`src/rtl/debug_pkg.sv`:
```
// Shared debug-unit definitions: dump FSM state encodings and default word/byte geometry.
package debug_pkg;

    localparam int NB_DATA_DEF    = 32;
    localparam int NB_BYTE_DEF    = 8;
    localparam int BYTES_PER_WORD = NB_DATA_DEF / NB_BYTE_DEF;

    localparam logic [2:0] ST_IDLE  = 3'd0;
    localparam logic [2:0] ST_ADDR  = 3'd1;
    localparam logic [2:0] ST_LATCH = 3'd2;
    localparam logic [2:0] ST_SEND  = 3'd3;
    localparam logic [2:0] ST_WAIT  = 3'd4;
    localparam logic [2:0] ST_NEXT  = 3'd5;
    localparam logic [2:0] ST_DONE  = 3'd6;

    typedef enum logic [2:0] {
        S_IDLE  = ST_IDLE,
        S_ADDR  = ST_ADDR,
        S_LATCH = ST_LATCH,
        S_SEND  = ST_SEND,
        S_WAIT  = ST_WAIT,
        S_NEXT  = ST_NEXT,
        S_DONE  = ST_DONE
    } dump_state_t;

endpackage

```
`src/rtl/reg_word_serializer.sv`:
```
// Holds one latched register word and walks its bytes LSB first.
module reg_word_serializer
    import debug_pkg::*;
#(
    parameter int NB_DATA = NB_DATA_DEF,
    parameter int NB_BYTE = NB_BYTE_DEF
) (
    input  logic               clock_i,
    input  logic               reset_i,
    input  logic               clear_i,
    input  logic               load_i,
    input  logic               advance_i,
    input  logic [NB_DATA-1:0] data_i,
    output logic [NB_BYTE-1:0] byte_o,
    output logic               last_byte_o
);

    localparam int BPW    = NB_DATA / NB_BYTE;
    localparam int NB_IDX = (BPW > 1) ? $clog2(BPW) : 1;

    logic [NB_DATA-1:0] word;
    logic [NB_IDX-1:0]  byte_idx;
    logic [NB_DATA-1:0] word_shifted;

    always_ff @(posedge clock_i) begin
        if (reset_i || clear_i) begin
            word     <= '0;
            byte_idx <= '0;
        end else if (load_i) begin
            word     <= data_i;
            byte_idx <= '0;
        end else if (advance_i) begin
            byte_idx <= byte_idx + 1'b1;
        end
    end

    assign word_shifted = word >> (int'(byte_idx) * NB_BYTE);
    assign byte_o       = word_shifted[NB_BYTE-1:0];
    assign last_byte_o  = (byte_idx == NB_IDX'(BPW - 1));

endmodule

```
`src/rtl/reg_dump_sequencer.sv`:
```
// Walks the register bank through the debug mux and streams every word to UART TX, LSB byte first.
// Optional trailing XOR checksum byte when REG_DUMP_CHECKSUM_EN is defined.
module reg_dump_sequencer
    import debug_pkg::*;
#(
    parameter int NB_DATA = 32,
    parameter int NB_REG  = 5,
    parameter int NB_BYTE = 8,
    parameter int N_REGS  = 32
) (
    input  logic               clock_i,
    input  logic               reset_i,
    input  logic               dump_start_i,
    input  logic [NB_DATA-1:0] data_ra_i,
    input  logic               tx_done_i,
    output logic               select_debug_o,
    output logic [NB_REG-1:0]  addr_reg_debug_o,
    output logic [NB_BYTE-1:0] tx_data_o,
    output logic               tx_start_o,
    output logic               busy_o,
    output logic               dump_done_o
);

    dump_state_t        state, state_nxt;
    logic [NB_REG-1:0]  reg_idx;
    logic               last_reg;
    logic [NB_BYTE-1:0] ser_byte;
    logic               last_byte;
    logic               csum_phase;
    logic [NB_BYTE-1:0] csum;

    // Compare against the final index so N_REGS == 2**NB_REG never relies on wrap-around
    assign last_reg = (reg_idx == NB_REG'(N_REGS - 1));

    reg_word_serializer #(
        .NB_DATA (NB_DATA),
        .NB_BYTE (NB_BYTE)
    ) u_serializer (
        .clock_i     (clock_i),
        .reset_i     (reset_i),
        .clear_i     (state_nxt == S_IDLE),
        .load_i      (state == S_LATCH),
        .advance_i   ((state == S_WAIT) && tx_done_i && !last_byte && !csum_phase),
        .data_i      (data_ra_i),
        .byte_o      (ser_byte),
        .last_byte_o (last_byte)
    );

    always_ff @(posedge clock_i) begin
        if (reset_i) begin
            state   <= S_IDLE;
            reg_idx <= '0;
        end else begin
            state <= state_nxt;
            if (state_nxt == S_IDLE)
                reg_idx <= '0;
            else if ((state == S_NEXT) && !last_reg)
                reg_idx <= reg_idx + 1'b1;
        end
    end

`ifdef REG_DUMP_CHECKSUM_EN
    always_ff @(posedge clock_i) begin
        if (reset_i || (state_nxt == S_IDLE)) begin
            csum       <= '0;
            csum_phase <= 1'b0;
        end else begin
            if ((state == S_SEND) && !csum_phase)
                csum <= csum ^ ser_byte;
            if ((state == S_NEXT) && last_reg)
                csum_phase <= 1'b1;
        end
    end
`else
    assign csum       = '0;
    assign csum_phase = 1'b0;
`endif

    always_comb begin
        state_nxt = state;
        case (state)
            S_IDLE:  if (dump_start_i) state_nxt = S_ADDR;
            S_ADDR:  state_nxt = S_LATCH;
            S_LATCH: state_nxt = S_SEND;
            S_SEND:  state_nxt = S_WAIT;
            S_WAIT: begin
                if (tx_done_i) begin
                    if (csum_phase)     state_nxt = S_DONE;
                    else if (last_byte) state_nxt = S_NEXT;
                    else                state_nxt = S_SEND;
                end
            end
            S_NEXT: begin
                if (!last_reg)
                    state_nxt = S_ADDR;
                else begin
`ifdef REG_DUMP_CHECKSUM_EN
                    state_nxt = S_SEND;
`else
                    state_nxt = S_DONE;
`endif
                end
            end
            S_DONE:  state_nxt = S_IDLE;
            default: state_nxt = S_IDLE;
        endcase
    end

    always_comb begin
        busy_o           = (state != S_IDLE);
        select_debug_o   = (state != S_IDLE);
        addr_reg_debug_o = reg_idx;
        tx_start_o       = (state == S_SEND);
        dump_done_o      = (state == S_DONE);
        tx_data_o        = '0;
        if ((state == S_SEND) || (state == S_WAIT))
            tx_data_o = csum_phase ? csum : ser_byte;
    end

endmodule

```
`config.mk`:
```
export PLATFORM = sky130hd
export DESIGN_NAME = reg_dump_sequencer
export DESIGN_NICKNAME = d
export VERILOG_FILES = /design/src/rtl/debug_pkg.sv /design/src/rtl/reg_word_serializer.sv /design/src/rtl/reg_dump_sequencer.sv
export SDC_FILE = /design/constraint.sdc
export NUM_CORES = 1
export LEC_CHECK = 0
export ABC_CLOCK_PERIOD_IN_PS = 2100
export BUFFER_PORTS_ARGS = -buffer_cell sky130_fd_sc_hd__buf_2
export CORE_MARGIN = 10
export CORE_UTILIZATION = 41
export CTS_CLUSTER_SIZE = 10
export DETAILED_ROUTE_END_ITERATION = 8
export GPL_TIMING_DRIVEN = 0
export PLACE_DENSITY = 0.65
export SETUP_SLACK_MARGIN = 0.15
export SLEW_MARGIN = 20
export SYNTH_ARGS = -nofsm -noshare
export SYNTH_HDL_FRONTEND = slang
export SYNTH_SLANG_ARGS = --single-unit
```
`constraint.sdc`:
```
create_clock -name clock_i -period 2.1 [get_ports clock_i]
set_input_delay 0.105 -clock clock_i [delete_from_list [all_inputs] [get_ports clock_i]]
set_output_delay 0.105 -clock clock_i [all_outputs]
set_load 0.05 [all_outputs]
```
==> results of run 1 <==
cell type report:
class | count | area [µm²] | share of cell area
plain buffers | 17 | 86.3 | 0.0359
well taps | 52 | 65.1 | 0.0271
clock inverters | 1 | 5.00 | 0.00208
inverters | 2 | 7.51 | 0.00313
clock buffers | 7 | 86.3 | 0.0359
repair buffers | 52 | 273 | 0.114
flip-flops and latches | 42 | 843 | 0.351
multi-input cells | 165 | 1040 | 0.431
per-layer routing:
metal / vias up / wire [µm] / track usage
met5: - / 0 / 0
met4: 0 / 91 / 0.0573
met2: 49 / 2360 / 0.204
li1: 889 / - / -
met3: 8 / 346 / 0.0368
met1: 778 / 2320 / 0.165
layout by cell type (no fill, tap or decap):
master	instances
a211oi_1	1
a211oi_2	1
a21oi_1	39
a21oi_4	1
a221o_1	2
and2_1	1
and3_1	2
and3b_1	1
and4bb_1	1
buf_2	53
buf_4	2
clkbuf_1	8
clkbuf_4	7
clkbuf_8	6
clkinv_2	1
dfxtp_1	40
dfxtp_2	2
ha_1	3
inv_1	2
mux4_2	8
nand2_1	69
nand2b_1	1
nand3_1	1
nand3b_1	1
nand4b_1	1
nand4bb_4	1
nor2_1	3
nor2b_1	11
nor2b_2	1
nor3b_4	2
o21ai_0	7
or3_1	4
or3b_1	2
xnor2_1	1
cell families after synthesis:
logic type      synth area share
xor+xnor                 0.00456
compound gates             0.143
mux                       0.0938
flops                      0.438
simple gates               0.257
buf+inv                   0.0443
fa+ha+maj                 0.0195
registers in the layout, indices dropped and copies added, names as in the netlist:
signal and count:
u_serializer.word 32, addr_reg_debug_o 5, state 3, u_serializer.byte_idx 2
worst paths after layout:
kind | start | cells past startpoint | slack [ns] | to
hold reg to reg | u_serializer.word[26] | 2 | 0.46 | u_serializer.word[26]
setup / recovery | state[1] | 5 | 0.24 | tx_data_o[0]
hold / removal | reset_i | 2 | 0.003 | state[2]
setup reg to reg | addr_reg_debug_o[0] | 6 | 0.33 | addr_reg_debug_o[3]
power breakdown:
group | switching [W] | internal [W]
logic | 0.000161 | 0.0000927
registers | 0.0000170 | 0.000822
clock network | 0.000263 | 0.000265
total | 0.000441 | 0.00118
stage by stage:
stage	setup WS, ns	hold slack [ns]	total power, W
floorplan	0.167	0.174	0.00101
global placement	0.175	0.316	0.00110
detailed placement	0.182	0.315	0.00110
CTS	0.178	0.00206	0.00163
global route	0.152	0.00604	0.00170
finish	0.236	0.00284	0.00162
==> results.md, run 1 <==
* Synth Warn # at 0
* GRT Residual Overflow at 0
* Most common cell in the synthesized netlist: nand2_1
* Gr usage total at 0.131
* # Post-CTS Setup Buffers at 0
* Clk_lat worst skew at 0.29 ns
* Status: finished, final reports clean
* Crit path largest cell delay at 0.42 ns
* CTS Sinks at 42
* Crit Path Class: reg2out
* Setup Viol. Count Final at 0
* Worst-path maximum fanout at 10
* Most frequent CP cell: clkbuf_4
* Top Ports at 53
* Share of layout cells above drive strength 1 at 0.297
* Commonest cells in the netlist: nand2_1 (69), dfxtp_1 (42), a21oi_1 (40)
* Syn nets at 265
* Design area at 2400 µm²
* # resized after CTS at 7
* Yosys top cell area share at 0.438
* Peak supply drop at 0.388 mV
* Period utilization at 0.887
* Netlist cell types at 31
* Die footprint at 7820 µm²
* Vias in the first global route at 1603
* Synth Register Bits at 42
* Final Hold Viols at 0
* Total Wirelength at 5.12 mm
* Core Rows at 24
* Fmax at 537 MHz
* Worst Tran Pin Value at 0.585 ns
* Largest net degree at the start of global routing at 13
* Die Y at 88.4 µm
* Starting density of the core at 0.432
* Power density over the cells at 675 nW/µm²
* Worst setup SP type: register
* Unrepaired setup endpoints after global routing: no
* Fin Setup TNS at 0 ns
* Clock transition at the registers of the reported paths at 0.08 ns
* CTS tree: built
* Worst Path Buf+Inv at 2
* Delay-heaviest family, CP: buffers and inverters
* Synth Cell Area at 1920 µm²
* Post-synth EDFFs at 0
* Leak at 0.923 nW
* Drt drc at 0
* Ys async rst share at 0
* Clk_skew at 0.00925 ns
* DIE WIDTH at 88.4 µm
* Final nets at 324
* Area delta synth->final at 25.1%
* First-pass GRT wire length at 7.82 mm
* Slew headroom at 0.610
* PortBufs at 52
* Cell Area, Placed at 2250 µm²
* Hold Path Class: in2reg
* Finished Layout Cells at 338
* DRT Pass-1 Iters at 8
* Cells along the critical path: clkbuf_4 -> nor2b_2 -> a21oi_4 -> nor2b_1 -> clkbuf_4
* Mapped Cells at 226
* # hold bufs at CTS at 0
* Total of max-cap violations at 0
* Fin util at 0.541
* HPWL Detailed at 3.69 mm
* Via density at 5.10
* CTS root buffer: clkbuf_8
* Detailed Route Iter0 Violations at 83
* Final Slew Violations at 0
* Area of the core at 4440 µm²
* # diodes at 0
* Synth area leaders: dfxtp_1 (44%), nand2_1 (13%), a21oi_1 (10%), mux4_2 (9.4%), nor2b_1 (3.9%)
* Via Count at 1724
* Global placer's final weighted congestion at 0.769
* Critical Path AT at 1.76 ns
* CP max-delay cell: dfxtp_1
* Tmin final at 1.86 ns
* Syn Area/Cell at 8.50 µm²
* CP Data Required Time at 2.00 ns
* Routed len/inst at 15.2 µm
* # fillers at 444
* Total CTS buffers at 5
* Main synth FF type: dfxtp_1
* Initial antenna violation count at 0
* Worst setup EP type: output pin
* Post-synthesis sequential area ratio at 0.438
* H-tree depth at 2
* Placed cell count at 330
* Post-synth top area cell: dfxtp_1
* ANT nets after route at 0
* Max clock buf depth at 2
Note: power is estimated with default switching activity, not from simulation.
==> inputs of run 2 (changes only) <==
--- a/config.mk
+++ b/config.mk
@@ -8,11 +8,11 @@
 export ABC_CLOCK_PERIOD_IN_PS = 2100
 export BUFFER_PORTS_ARGS = -buffer_cell sky130_fd_sc_hd__buf_2
 export CORE_MARGIN = 10
-export CORE_UTILIZATION = 41
+export CORE_UTILIZATION = 50
 export CTS_CLUSTER_SIZE = 10
 export DETAILED_ROUTE_END_ITERATION = 8
 export GPL_TIMING_DRIVEN = 0
-export PLACE_DENSITY = 0.65
+export PLACE_DENSITY = 0.77
 export SETUP_SLACK_MARGIN = 0.15
 export SLEW_MARGIN = 20
 export SYNTH_ARGS = -nofsm -noshare
==> results.md, run 2 (synthesis gave the netlist of run 1 again) <==
* Drt drc at 0
* Beginning of the worst hold path: reset_i
* Core Rows at 22
* Total Wirelength at 5.29 mm
* Worst Hold Depth at 2
* Global placer's final weighted congestion at 0.756
* First-pass GRT wire length at 8.19 mm
* Hold_ws at 0.00683 ns
* CTS Sinks at 42
* Detailed Route Iter0 Violations at 106
* Gr usage total at 0.161
* Cell Area, Placed at 2240 µm²
* CP Data Required Time at 2.00 ns
* Via density at 5.21
* Sw Share at 0.265
* Initial antenna violation count at 0
* Hold Crit Endpoint: state[2]
* Worst setup EP type: output pin
* DRT Pass-1 Iters at 4
* Worst Tran Pin Value at 0.587 ns
* Die Y at 82.0 µm
* GRT Residual Overflow at 0
* Area delta synth->final at 25.7%
* ANT nets after route at 0
* Status: finished, final reports clean
* DIE WIDTH at 82.0 µm
* Fin util at 0.654
* Via Count at 1740
* Top Ports at 53
* Peak supply drop at 0.611 mV
* Final Slew Violations at 0
* Tmin final at 1.90 ns
* Gate power share at 0.147
* Clk_lat worst skew at 0.30 ns
* CTS root buffer: clkbuf_8
* Share of layout cells above drive strength 1 at 0.301
* Unrepaired setup endpoints after global routing: yes
* HPWL Detailed at 3.76 mm
* Most frequent cells in the layout: nand2_1 (69), buf_2 (52), dfxtp_1 (40)
* Area of the core at 3690 µm²
* Placed cell count at 326
* Setup Viol. Count Final at 0
* Switching power at 0.000457 W
* Finished Layout Cells at 334
* Die footprint at 6720 µm²
* Commonest non-fill, non-tap cell in the layout: nand2_1
* Critical Path AT at 1.80 ns
* Final nets at 324
* Seq pwr share at 0.487
* Slew headroom at 0.608
* Routed len/inst at 15.8 µm
* Reg with most FFs: u_serializer.word
* Design area at 2410 µm²
* Internal power at 0.00127 W
* Worst setup SP type: register
* Hold Path Class: in2reg
* FF-to-FF path depth at 6
* Clk_skew at 0.00373 ns
* Largest net degree at the start of global routing at 14
* PortBufs at 52
* Max clock buf depth at 2
* Clock power frac at 0.367
* Crit Path Class: reg2out
* Fmax at 526 MHz
* Total CTS buffers at 5
* Reg-to-Reg End: addr_reg_debug_o[3]
* # diodes at 0
* CTS tree: built
* Fin Setup TNS at 0 ns
* Starting density of the core at 0.521
* Final Hold Viols at 0
* # Post-CTS Setup Buffers at 0
* Worst-path maximum fanout at 10
* Clock transition at the registers of the reported paths at 0.08 ns
* Max reg flops at 32
* Power density over the cells at 715 nW/µm²
* Worst R2R Start: addr_reg_debug_o[0]
* Period utilization at 0.905
* Vias in the first global route at 1750
* Total of max-cap violations at 0
* Leak at 0.926 nW
* H-tree depth at 2
* Reg-to-reg setup timing slack at 0.23 ns
==> run 2: layer usage <==
layer  GRT usage  wire length [µm]  up-vias
li1            -                 -      888
met1       0.172              2180      803
met2       0.292              2760       42
met3      0.0448               274        7
met4      0.0629                75        0
met5           0                 0        -
==> run 2: worst max path at each step <==
stage	startpoint	end	depth (start not counted)
final	state[1]	tx_data_o[2]	5
after detailed placement	state[2]	tx_data_o[2]	5
after global routing	state[1]	tx_data_o[2]	5
after CTS	state[2]	tx_data_o[2]	5
after global placement	state[2]	tx_data_o[2]	5
after floorplan	addr_reg_debug_o[1]	addr_reg_debug_o[3]	6
==> run 2: layout make-up <==
cell class,count,area (µm²)
fillers,337,1270
clock buffers,6,72.6
well taps,48,60.1
repair buffers,52,275
clock inverters,2,37.5
inverters,2,7.51
flip-flops and latches,42,843
plain buffers,17,90.1
multi-input cells,165,1030
==> run 2: power by group through the flow <==
stage	Combinational, W	Sequential, W	Clock (W)
after floorplan	0.000161	0.000852	0
after global placement	0.000240	0.000855	0
after detailed placement	0.000244	0.000857	0
after CTS	0.000248	0.000839	0.000640
after global routing	0.000278	0.000843	0.000672
final	0.000253	0.000840	0.000633
==> run 2: timing repair <==
action,in CTS,in global routing
gates resized for setup,5,15
gates cloned,0,0
endpoints found under the setup margin,8,10
hold buffers,0,0
==> run 2: stage by stage <==
step | setup WS, ns | power [W]
4_1_cts | 0.129 | 0.00173
2_1_floorplan | 0.167 | 0.00101
5_1_grt | 0.0988 | 0.00179
3_5_place_dp | 0.225 | 0.00110
6_report | 0.199 | 0.00173
3_3_place_gp | 0.237 | 0.00110
==> run 2: critical path: stages, from the launching register on <==
cell and delay, ns:
dfxtp_1 0.40, clkbuf_4 0.23, nor2b_2 0.25, a21oi_4 0.14, nor2b_1 0.21, clkbuf_4 0.27
==> inputs of run 3 (changes only) <==
--- a/config.mk
+++ b/config.mk
@@ -7,12 +7,13 @@
 export LEC_CHECK = 0
 export ABC_CLOCK_PERIOD_IN_PS = 2100
 export BUFFER_PORTS_ARGS = -buffer_cell sky130_fd_sc_hd__buf_2
+export CORE_ASPECT_RATIO = 0.7
 export CORE_MARGIN = 10
-export CORE_UTILIZATION = 50
+export CORE_UTILIZATION = 51
 export CTS_CLUSTER_SIZE = 10
 export DETAILED_ROUTE_END_ITERATION = 8
 export GPL_TIMING_DRIVEN = 0
-export PLACE_DENSITY = 0.77
+export PLACE_DENSITY = 0.78
 export SETUP_SLACK_MARGIN = 0.15
 export SLEW_MARGIN = 20
 export SYNTH_ARGS = -nofsm -noshare
==> results.md, run 3 (synthesis gave the netlist of run 1 again) <==
* Status: finished, violations left
* Failing checks: negative hold slack
* Slew headroom at 0.640
* Crit path largest cell delay at 0.40 ns
* GRT Residual Overflow at 0
* Core Rows at 18
* Routed len/inst at 14.8 µm
* Cell Area, Placed at 2240 µm²
* Die footprint at 6660 µm²
* Fin Setup TNS at 0 ns
* Met2 usage at 0.233
* Via density at 5.20
* Met1 Use GR at 0.183
* Finished Layout Cells at 336
* Starting density of the core at 0.536
* H-tree depth at 2
* Max reg flops at 32
* Worst-path maximum fanout at 10
* First-pass GRT wire length at 8.12 mm
* Placed cell count at 328
* Total Wirelength at 4.98 mm
* CTS root buffer: clkbuf_8
* Grt peak-use layer: met2
* Clock transition at the registers of the reported paths at 0.08 ns
* Power density over the cells at 681 nW/µm²
* Met3 Track Usage GR at 0.0645
* Unrepaired setup endpoints after global routing: yes
* CP Data Required Time at 2.00 ns
* Multi-input gate area at 1040 µm²
* Total CTS buffers at 5
* CP max-delay cell: dfxtp_2
* HPWL Detailed at 3.61 mm
* Most frequent CP cell: clkbuf_4
* Tmin final at 1.86 ns
* Hold_ws at -0.00325 ns
* Critical Path AT at 1.76 ns
* Max clock buf depth at 2
* Detailed Route Iter0 Violations at 66
* Most frequent cells in the layout: nand2_1 (69), buf_2 (56), dfxtp_1 (40)
* Drt drc at 0
* # fillers at 337
* Final Hold Viols at 1
* Final Slew Violations at 0
* Worst setup SP type: register
* Vias in the first global route at 1752
* Via Count at 1748
* # diodes at 0
* Hold Path Class: in2reg
* Worst Tran Pin Value at 0.539 ns
* Fin util at 0.669
* CTS Sinks at 42
* Share of layout cells above drive strength 1 at 0.297
* Area of the core at 3580 µm²
* # Post-CTS Setup Buffers at 0
* Cells along the critical path: clkbuf_4 -> nor3b_4 -> a21oi_4 -> nor2b_1 -> clkbuf_4
* Period utilization at 0.888
* Die Y at 71.3 µm
* Global placer's final weighted congestion at 0.767
* ANT nets after route at 0
* Gr usage total at 0.150
* Setup Viol. Count Final at 0
* DRT Pass-1 Iters at 4
* # hold bufs at CTS at 0
* Clk_lat worst skew at 0.30 ns
* Leak at 0.926 nW
* Commonest non-fill, non-tap cell in the layout: nand2_1
* Peak supply drop at 0.510 mV
* Register area at 843 µm²
* Worst setup EP type: output pin
* Fmax at 536 MHz
* Design area at 2390 µm²
* Clk_skew at 0.00698 ns
* Largest net degree at the start of global routing at 13
* Final nets at 324
* Reg with most FFs: u_serializer.word
* Area delta synth->final at 24.7%
* Crit Path Class: reg2out
* Total of max-cap violations at 0
* DIE WIDTH at 93.3 µm
* PortBufs at 52
* Initial antenna violation count at 0
* Top Ports at 53
* CTS tree: built
## run 3: metal layers
metal,share of wire,vias to the layer above
met5,0,-
met4,0.0054,0
met3,0.087,5
met2,0.47,46
met1,0.44,809
li1,-,888
## run 3: cell type report
type,count,area share
Tap cell,50,0.0261
Inverter,2,0.00313
Multi-Input combinational cell,165,0.435
Sequential cell,42,0.352
Clock buffer,7,0.0361
Buffer,17,0.0350
Timing Repair Buffer,52,0.111
Clock inverter,1,0.00209
## run 3: what timing repair did
| item | 4_1_cts | 5_1_grt |
|---|---|---|
| endpoints found under the setup margin | 8 | 10 |
| resized for setup | 4 | 11 |
| endpoints found under the hold margin | 0 | 0 |
| pin swaps | 0 | 0 |
## run 3: worst paths after layout
check / start / end / slack (ns) / cells after the start
max: state[2] / tx_data_o[2] / 0.24 / 5
min: reset_i / state[2] / -0.003 / 2
max reg2reg: addr_reg_debug_o[0] / addr_reg_debug_o[3] / 0.29 / 6
min reg2reg: u_serializer.word[14] / u_serializer.word[14] / 0.45 / 2
## run 3: critical path: cells and delay by family, from the launching register on
family / cells / cell delay (ns)
simple gates: 2 / 0.46
flops: 1 / 0.40
compound gates: 1 / 0.11
buf+inv: 2 / 0.49
## run 3: metrics by stage
step | hold WS, ns | total power, W | worst slack (ns)
after floorplan | 0.174 | 0.00101 | 0.167
after CTS | 0.00323 | 0.00162 | 0.159
final | -0.00325 | 0.00163 | 0.236
after global routing | 0.00335 | 0.00170 | 0.136
after global placement | 0.312 | 0.00110 | 0.244
after detailed placement | 0.317 | 0.00110 | 0.212
## run 3: power breakdown
group          switching (W)  internal, W  total, W
sequential         0.0000172     0.000822  0.000840
combinational       0.000160    0.0000932  0.000253
clock               0.000272     0.000265  0.000537
total               0.000449      0.00118   0.00163
